**src/rtl/mm_pkg.sv**
```systemverilog
// mm_pkg: shared types and parameters for the tile-level matrix-multiply scheduler.
//   T, W, ACCW, CNTW : tile edge, A/B element width, C element width, tile counter width
//   mm_op_e          : datapath command opcode
//   mm_sched_state_e : scheduler FSM states
//   regs_t           : job configuration from the register block
//   mm_cmd_t         : one command presented to the datapath
package mm_pkg;

    localparam int unsigned T    = 16;
    localparam int unsigned W    = 8;    // multiple of 8
    localparam int unsigned ACCW = 32;   // multiple of 8
    localparam int unsigned CNTW = 16;
    localparam int unsigned AW   = 32;
    localparam int unsigned LDW  = 16;

    typedef enum logic [1:0] {
        LOAD_A  = 2'd0,
        LOAD_B  = 2'd1,
        COMPUTE = 2'd2,
        STORE_C = 2'd3
    } mm_op_e;

    typedef enum logic [1:0] {
        S_IDLE  = 2'd0,
        S_ISSUE = 2'd1,
        S_WAIT  = 2'd2,
        S_DONE  = 2'd3
    } mm_sched_state_e;

    typedef struct packed {
        logic [AW-1:0]   base_a;
        logic [AW-1:0]   base_b;
        logic [AW-1:0]   base_c;
        logic [LDW-1:0]  lda;
        logic [LDW-1:0]  ldb;
        logic [LDW-1:0]  ldc;
        logic [CNTW-1:0] tiles_k;
        logic            irq_en;
    } regs_t;

    typedef struct packed {
        mm_op_e         op;
        logic [AW-1:0]  addr;
        logic [LDW-1:0] ld;
        logic           acc_clr;
    } mm_cmd_t;

    // Byte offset of tile (row, col): (row*T*ld + col*T) * bytes, modulo 2^32.
    function automatic logic [AW-1:0] tile_offset(
        input logic [CNTW-1:0] row,
        input logic [LDW-1:0]  ld,
        input logic [CNTW-1:0] col,
        input logic [AW-1:0]   bytes
    );
        logic [AW-1:0] elems;
        elems = AW'(row) * AW'(T) * AW'(ld) + AW'(col) * AW'(T);
        return elems * bytes;
    endfunction

endpackage

```
**src/rtl/mm_tile_addr_gen.sv**
```systemverilog
// mm_tile_addr_gen: combinational tile address / leading-dimension selector.
//   op_i              : current command opcode
//   i_i, j_i, k_i     : tile counters
//   base_*_i, ld*_i   : shadowed job configuration
//   addr_o            : tile byte address (0 for COMPUTE)
//   ld_o              : leading dimension in elements (0 for COMPUTE)
module mm_tile_addr_gen
    import mm_pkg::*;
(
    input  mm_op_e          op_i,
    input  logic [CNTW-1:0] i_i,
    input  logic [CNTW-1:0] j_i,
    input  logic [CNTW-1:0] k_i,
    input  logic [AW-1:0]   base_a_i,
    input  logic [AW-1:0]   base_b_i,
    input  logic [AW-1:0]   base_c_i,
    input  logic [LDW-1:0]  lda_i,
    input  logic [LDW-1:0]  ldb_i,
    input  logic [LDW-1:0]  ldc_i,
    output logic [AW-1:0]   addr_o,
    output logic [LDW-1:0]  ld_o
);

    localparam logic [AW-1:0] AB_BYTES = AW'(W / 8);
    localparam logic [AW-1:0] C_BYTES  = AW'(ACCW / 8);

    always_comb begin
        addr_o = '0;
        ld_o   = '0;
        case (op_i)
            LOAD_A: begin
                addr_o = base_a_i + tile_offset(i_i, lda_i, k_i, AB_BYTES);
                ld_o   = lda_i;
            end
            LOAD_B: begin
                addr_o = base_b_i + tile_offset(k_i, ldb_i, j_i, AB_BYTES);
                ld_o   = ldb_i;
            end
            STORE_C: begin
                addr_o = base_c_i + tile_offset(i_i, ldc_i, j_i, C_BYTES);
                ld_o   = ldc_i;
            end
            default: begin
                addr_o = '0;
                ld_o   = '0;
            end
        endcase
    end

endmodule

```
**src/rtl/mm_tile_sched.sv**
```systemverilog
// mm_tile_sched: walks all output tiles (i outer, j middle, k inner) and issues a
// strictly serial LOAD_A / LOAD_B / COMPUTE / STORE_C command stream.
//   clk, rst_n        : clock, asynchronous active-low reset
//   start, abort      : one-cycle job start / cancel pulses
//   cfg               : job configuration, captured on the start cycle
//   cmd_valid/ready   : command handshake; cmd_op/addr/ld/acc_clr are the fields
//   cmd_done          : accepted command finished
//   busy, done, irq   : job in progress, end-of-job pulse, sticky interrupt
//   irq_clr           : clears irq
//
// state   | meaning
// --------+----------------------------------------------------
// S_IDLE  | no job; waiting for start
// S_ISSUE | command presented, waiting for cmd_ready
// S_WAIT  | command accepted, waiting for cmd_done
// S_DONE  | one-cycle end-of-job pulse
module mm_tile_sched
    import mm_pkg::*;
(
    input  logic        clk,
    input  logic        rst_n,
    input  logic        start,
    input  logic        abort,
    input  regs_t       cfg,
    output logic        cmd_valid,
    input  logic        cmd_ready,
    output logic [1:0]  cmd_op,
    output logic [31:0] cmd_addr,
    output logic [15:0] cmd_ld,
    output logic        cmd_acc_clr,
    input  logic        cmd_done,
    output logic        busy,
    output logic        done,
    output logic        irq,
    input  logic        irq_clr
);

    mm_sched_state_e state_q, state_d;
    mm_op_e          op_q, op_d;
    logic [CNTW-1:0] i_q, i_d;
    logic [CNTW-1:0] j_q, j_d;
    logic [CNTW-1:0] k_q, k_d;
    regs_t           cfg_q, cfg_d;
    logic            irq_q, irq_d;

    logic [CNTW-1:0] last_idx;
    logic [AW-1:0]   tile_addr;
    logic [LDW-1:0]  tile_ld;
    mm_cmd_t         cmd;

    // Only meaningful while a job runs, and jobs with tiles_k == 0 never leave S_IDLE
    // for S_ISSUE, so the wrap at tiles_k == 0 is harmless.
    assign last_idx = cfg_q.tiles_k - CNTW'(1);

    mm_tile_addr_gen u_addr_gen (
        .op_i     (op_q),
        .i_i      (i_q),
        .j_i      (j_q),
        .k_i      (k_q),
        .base_a_i (cfg_q.base_a),
        .base_b_i (cfg_q.base_b),
        .base_c_i (cfg_q.base_c),
        .lda_i    (cfg_q.lda),
        .ldb_i    (cfg_q.ldb),
        .ldc_i    (cfg_q.ldc),
        .addr_o   (tile_addr),
        .ld_o     (tile_ld)
    );

    always_ff @(posedge clk or negedge rst_n) begin
        if (!rst_n) begin
            state_q <= S_IDLE;
            op_q    <= LOAD_A;
            i_q     <= '0;
            j_q     <= '0;
            k_q     <= '0;
            cfg_q   <= '0;
            irq_q   <= 1'b0;
        end else begin
            state_q <= state_d;
            op_q    <= op_d;
            i_q     <= i_d;
            j_q     <= j_d;
            k_q     <= k_d;
            cfg_q   <= cfg_d;
            irq_q   <= irq_d;
        end
    end

    always_comb begin
        state_d = state_q;
        op_d    = op_q;
        i_d     = i_q;
        j_d     = j_q;
        k_d     = k_q;
        cfg_d   = cfg_q;

        if (abort) begin
            state_d = S_IDLE;
            op_d    = LOAD_A;
            i_d     = '0;
            j_d     = '0;
            k_d     = '0;
        end else begin
            case (state_q)
                S_IDLE: begin
                    if (start) begin
                        cfg_d   = cfg;
                        op_d    = LOAD_A;
                        i_d     = '0;
                        j_d     = '0;
                        k_d     = '0;
                        state_d = (cfg.tiles_k == '0) ? S_DONE : S_ISSUE;
                    end
                end
                S_ISSUE: begin
                    if (cmd_ready) begin
                        state_d = S_WAIT;
                    end
                end
                S_WAIT: begin
                    if (cmd_done) begin
                        state_d = S_ISSUE;
                        case (op_q)
                            LOAD_A:  op_d = LOAD_B;
                            LOAD_B:  op_d = COMPUTE;
                            COMPUTE: begin
                                if (k_q != last_idx) begin
                                    k_d  = k_q + CNTW'(1);
                                    op_d = LOAD_A;
                                end else begin
                                    op_d = STORE_C;
                                end
                            end
                            default: begin
                                // STORE_C closes tile (i,j): advance j, carrying into i.
                                k_d  = '0;
                                op_d = LOAD_A;
                                if (j_q != last_idx) begin
                                    j_d = j_q + CNTW'(1);
                                end else begin
                                    j_d = '0;
                                    if (i_q != last_idx) begin
                                        i_d = i_q + CNTW'(1);
                                    end else begin
                                        i_d     = '0;
                                        state_d = S_DONE;
                                    end
                                end
                            end
                        endcase
                    end
                end
                S_DONE: begin
                    state_d = S_IDLE;
                end
                default: begin
                    state_d = S_IDLE;
                end
            endcase
        end
    end

    // Fields are forced to zero outside S_ISSUE so idle outputs read as reset values.
    always_comb begin
        cmd.op      = LOAD_A;
        cmd.addr    = '0;
        cmd.ld      = '0;
        cmd.acc_clr = 1'b0;
        if (state_q == S_ISSUE) begin
            cmd.op      = op_q;
            cmd.addr    = tile_addr;
            cmd.ld      = tile_ld;
            cmd.acc_clr = (op_q == COMPUTE) && (k_q == '0);
        end
    end

    // Abort masks valid and done in its own cycle so no handshake or completion
    // is reported for a job that is being cancelled.
    assign cmd_valid   = (state_q == S_ISSUE) && !abort;
    assign cmd_op      = cmd.op;
    assign cmd_addr    = cmd.addr;
    assign cmd_ld      = cmd.ld;
    assign cmd_acc_clr = cmd.acc_clr;
    assign busy        = (state_q == S_ISSUE) || (state_q == S_WAIT);
    assign done        = (state_q == S_DONE) && !abort;

    // Set has priority over clear.
    always_comb begin
        irq_d = irq_q;
        if (irq_clr) begin
            irq_d = 1'b0;
        end
        if (done && cfg_q.irq_en) begin
            irq_d = 1'b1;
        end
    end

    assign irq = irq_q;

endmodule

```
**config.mk**
```make
export PLATFORM = sky130hd
export DESIGN_NAME = mm_tile_sched
export DESIGN_NICKNAME = d
export VERILOG_FILES = /design/src/rtl/mm_pkg.sv /design/src/rtl/mm_tile_addr_gen.sv /design/src/rtl/mm_tile_sched.sv
export SDC_FILE = /design/constraint.sdc
export NUM_CORES = 2
export LEC_CHECK = 0
export CAP_MARGIN = 0
export CORE_ASPECT_RATIO = 1.4
export CORE_MARGIN = 2
export CORE_UTILIZATION = 42
export DETAILED_ROUTE_END_ITERATION = 12
export HOLD_SLACK_MARGIN = 0.15
export PLACE_DENSITY = 0.66
export SLEW_MARGIN = 40
export SYNTH_ARGS = -nofsm -noshare
export SYNTH_HDL_FRONTEND = slang
export SYNTH_SLANG_ARGS = --single-unit
```
**constraint.sdc**
```tcl
create_clock -name clk -period 9.9 [get_ports clk]
set_input_delay 2.475 -clock clk [delete_from_list [all_inputs] [get_ports clk]]
set_output_delay 2.475 -clock clk [all_outputs]
set_load 0.02 [all_outputs]
```
==> results_dict.tcl <==
set metrics [dict create \
    required_ns 7.43 \
    cpLargestDelayFamily "adder cells" \
    num_vias 34100 \
    synth_flop_cell "dfrtp_1" \
    dieArea_um2 97000 \
    cts_tree "yes" \
    htreeDepth 1 \
    cts_hold_buf 0 \
    period_share_pct 116 \
    grt_pass1_vias 36200 \
    ys_warn_count 0 \
    gp_congestion 0.975 \
    fin_area_um2 51600 \
    worst_slack_ns -1.54 \
    worstPathMaxFanout 4 \
    clock.fmax_mhz 87.4 \
    cap_violations 0 \
    violations "negative setup slack" \
    rrSetupSlack_ns 5.44 \
    drt-wirelength-per-cell_um 20.5 \
    critPathLaunchType "register" \
    drt_iter0_drc 1900 \
    nets 6344 \
    ff2ff_path_depth 14 \
    power_density_nw_per_um2 144 \
    gr-total-overflow 0 \
    arrival_ns 8.96 \
    insertion_delay_ns 0.63 \
    synth_seq_cells 214 \
    ios 223 \
    placed_area_um2 48000 \
    min_path_type "register to register" \
    synth_top_area_share_pct 30.0 \
    synth_edf_count 0 \
    synth_cells 4430 \
    worst_r2r_endpoint "k_q[15]" \
    hold-worst-slack_ns 0.499 \
    clk_pin_slew_ns 0.07 \
    routed_wl_mm 132 \
    async_flop_share_pct 100 \
    antenna_left 0 \
    worstMarginPinSlew_ns 0.937 \
    setup_viol 18 \
    hold_path_end "irq" \
    clock_sinks 214 \
    period_needed_ns 11.44 \
    cts_root_buf "clkbuf_16" \
    leakage_uw 0.0252 \
    status "finished, violations left" \
    die_width_um 264 \
    syn_nets 5561 \
    crit_type "register to output pin" \
    holdPathStages 2 \
    crit_path_end_kind "output pin" \
    yosysSeqAreaShare_pct 13.5 \
    drc 0 \
    finalNonFillerCells 6453 \
    ctsLongestPathBuffers 3 \
    slowest_delay_ns 0.52 \
    finClkSkew_ns 0.0239 \
    yosysUniqueCellTypes 76 \
    grt_antenna_before_repair 1 \
    yosysTopAreaCell "fa_1" \
    placementRows 133 \
    min-delay-start "cfg_q[0]" \
    rsz0062_at_grt "yes" \
    cts-buffers-inserted 29 \
    peakVddDrop_uv 201 \
    grt_pass1_wl_mm 203 \
    io_buffers 222 \
    cpMaxStageDelayCell "fa_1" \
    grt_usage_pct 27.2 \
    core-area_um2 93900 \
    firstDrtPassIters 5 \
    slew_violations 0 \
    reg2reg_from "cfg_q[1]" \
    grt_max_degree 127 \
    dp.cells 6313 \
    synth_area_um2 39700 \
    relSlewSlack_pct 37.5 \
    syn_avg_cell_area_um2 8.96 \
    timing_hold_violations_final 0 \
    vias_per_cell 5.29 \
    die_h_um 368 \
    start_util_pct 42.3 \
    hpwl_mm 108 \
    syn_to_final_growth_pct 29.9 \
    synthTopCellsByArea "fa_1, dfrtp_1, ha_1" \
    cp_num_buf_inv 11 \
    drive_above_1_share_pct 25.9 \
]
-- report_power, final --
| part | total, uW | internal (uW) | switching [uW] |
|---|---|---|---|
| clock | 1140 | 630 | 511 |
| combinational | 4580 | 2130 | 2450 |
| sequential | 1690 | 1230 | 461 |
-- worst max-delay path by stage --
| stage | slack [ns] | endpoint | startpoint | cells past startpoint |
|---|---|---|---|---|
| 5_1_grt | -1.86 | cmd_addr[31] | cfg_q[20] | 40 |
| 6_report | -1.54 | cmd_addr[31] | i_q[7] | 39 |
| 3_3_place_gp | -1.43 | cmd_addr[24] | cfg_q[19] | 35 |
| 4_1_cts | -1.49 | cmd_addr[31] | i_q[6] | 40 |
| 2_1_floorplan | -0.03 | cmd_addr[31] | i_q[10] | 36 |
| 3_5_place_dp | -1.43 | cmd_addr[24] | cfg_q[19] | 35 |
-- synthesized netlist by cell type (all sizes together) (6+ instances only) --
cell type,instances
inv,831
fa,595
nand2,583
ha,368
and2,291
dfrtp,214
clkbuf,205
xnor2,186
mux2,185
a21oi,128
nor2,104
o21ai,104
xor2,83
a21o,69
nor2b,57
nand3,40
nor3,38
a22oi,34
and3,27
nor4,23
o21a,22
nand2b,21
o21bai,20
a211oi,19
nand4,18
a31oi,17
o211ai,16
buf,14
or3,9
a21boi,8
a211o,7
or2,7
a31o,6
and4,6
o31ai,6
-- kinds of logic (layout without fill, tap and decap cells) --
family	Yosys count	after routing	synth area share [%]
AO/OA/AOI/OAI	504	504	8.29
XOR/XNOR	272	272	6.11
adder cells (fa/ha/maj)	963	963	41.6
buffers and inverters	1050	1856	9.97
flip-flops	214	214	13.5
multiplexers	187	187	5.30
other	0	2	0
AND/OR/NAND/NOR	1240	1240	15.2
-- worst min-delay path, stage by stage (launching register included) --
cell	delay, ns
dfrtp_1	0.34
nand2_1	0.06
o21ai_0	0.06
-- per-stage QoR --
stage | worst slack, ns | utilization [%] | total power (uW) | TNS [ns]
6_report | -1.54 | 54.9 | 7400 | -18.85
3_3_place_gp | -1.43 | 51.1 | 5710 | -16.64
2_1_floorplan | -0.0311 | - | 3550 | -0.0570
3_5_place_dp | -1.43 | 51.1 | 5760 | -17.11
4_1_cts | -1.49 | 53.7 | 7130 | -18.23
5_1_grt | -1.86 | 54.9 | 7750 | -24.19
-- area by class of cell --
| cell class | instances | area (um2) |
|---|---|---|
| multi-input cells | 3166 | 32300 |
| repair buffers | 971 | 8260 |
| clock inverters | 24 | 265 |
| fillers | 8339 | 42300 |
| flip-flops and latches | 214 | 5400 |
| inverters | 831 | 3120 |
| diodes | 2 | 5.00 |
| clock buffers | 30 | 729 |
| well taps | 1215 | 1520 |
-- cell usage in the layout (no fill, tap or decap), drive strengths merged, types with 34 or more instances in the layout --
cell and instances:
o21ai 104, a21oi 128, nor3 38, xnor2 186
fa 595, ha 368, buf 766, nor2b 57
nand3 40, nor2 104, a22oi 34, dfrtp 214
inv 840, xor2 83, and2 291, nand2 583
clkdlybuf4s50 201, mux2 185, a21o 69
-- sequential cells by signal, indices dropped and copies added (netlist names) --
name and cells:
cfg_q 161, i_q 16, j_q 16, k_q 16
op_q 2, state_q 2, irq 1
-- routing by layer --
metal | vias up | share of wire, % | wire (um) | global-route usage, %
met3 | 346 | 7.0 | 9300 | 4.63
met5 | - | 0 | 0 | 0
met4 | 0 | 6.8 | 9020 | 16.0
li1 | 15400 | - | - | -
met1 | 17200 | 37 | 48900 | 32.0
met2 | 1205 | 49 | 64800 | 46.8
-- repair_timing --
item / 4_1_cts / 5_1_grt
gates resized for setup: 304 / 198
setup buffers: 50 / 43
gates cloned: 1 / 1
pin swaps: 98 / 121
endpoints found under the setup margin: 20 / 22
Note: power is estimated with default switching activity, not from simulation.
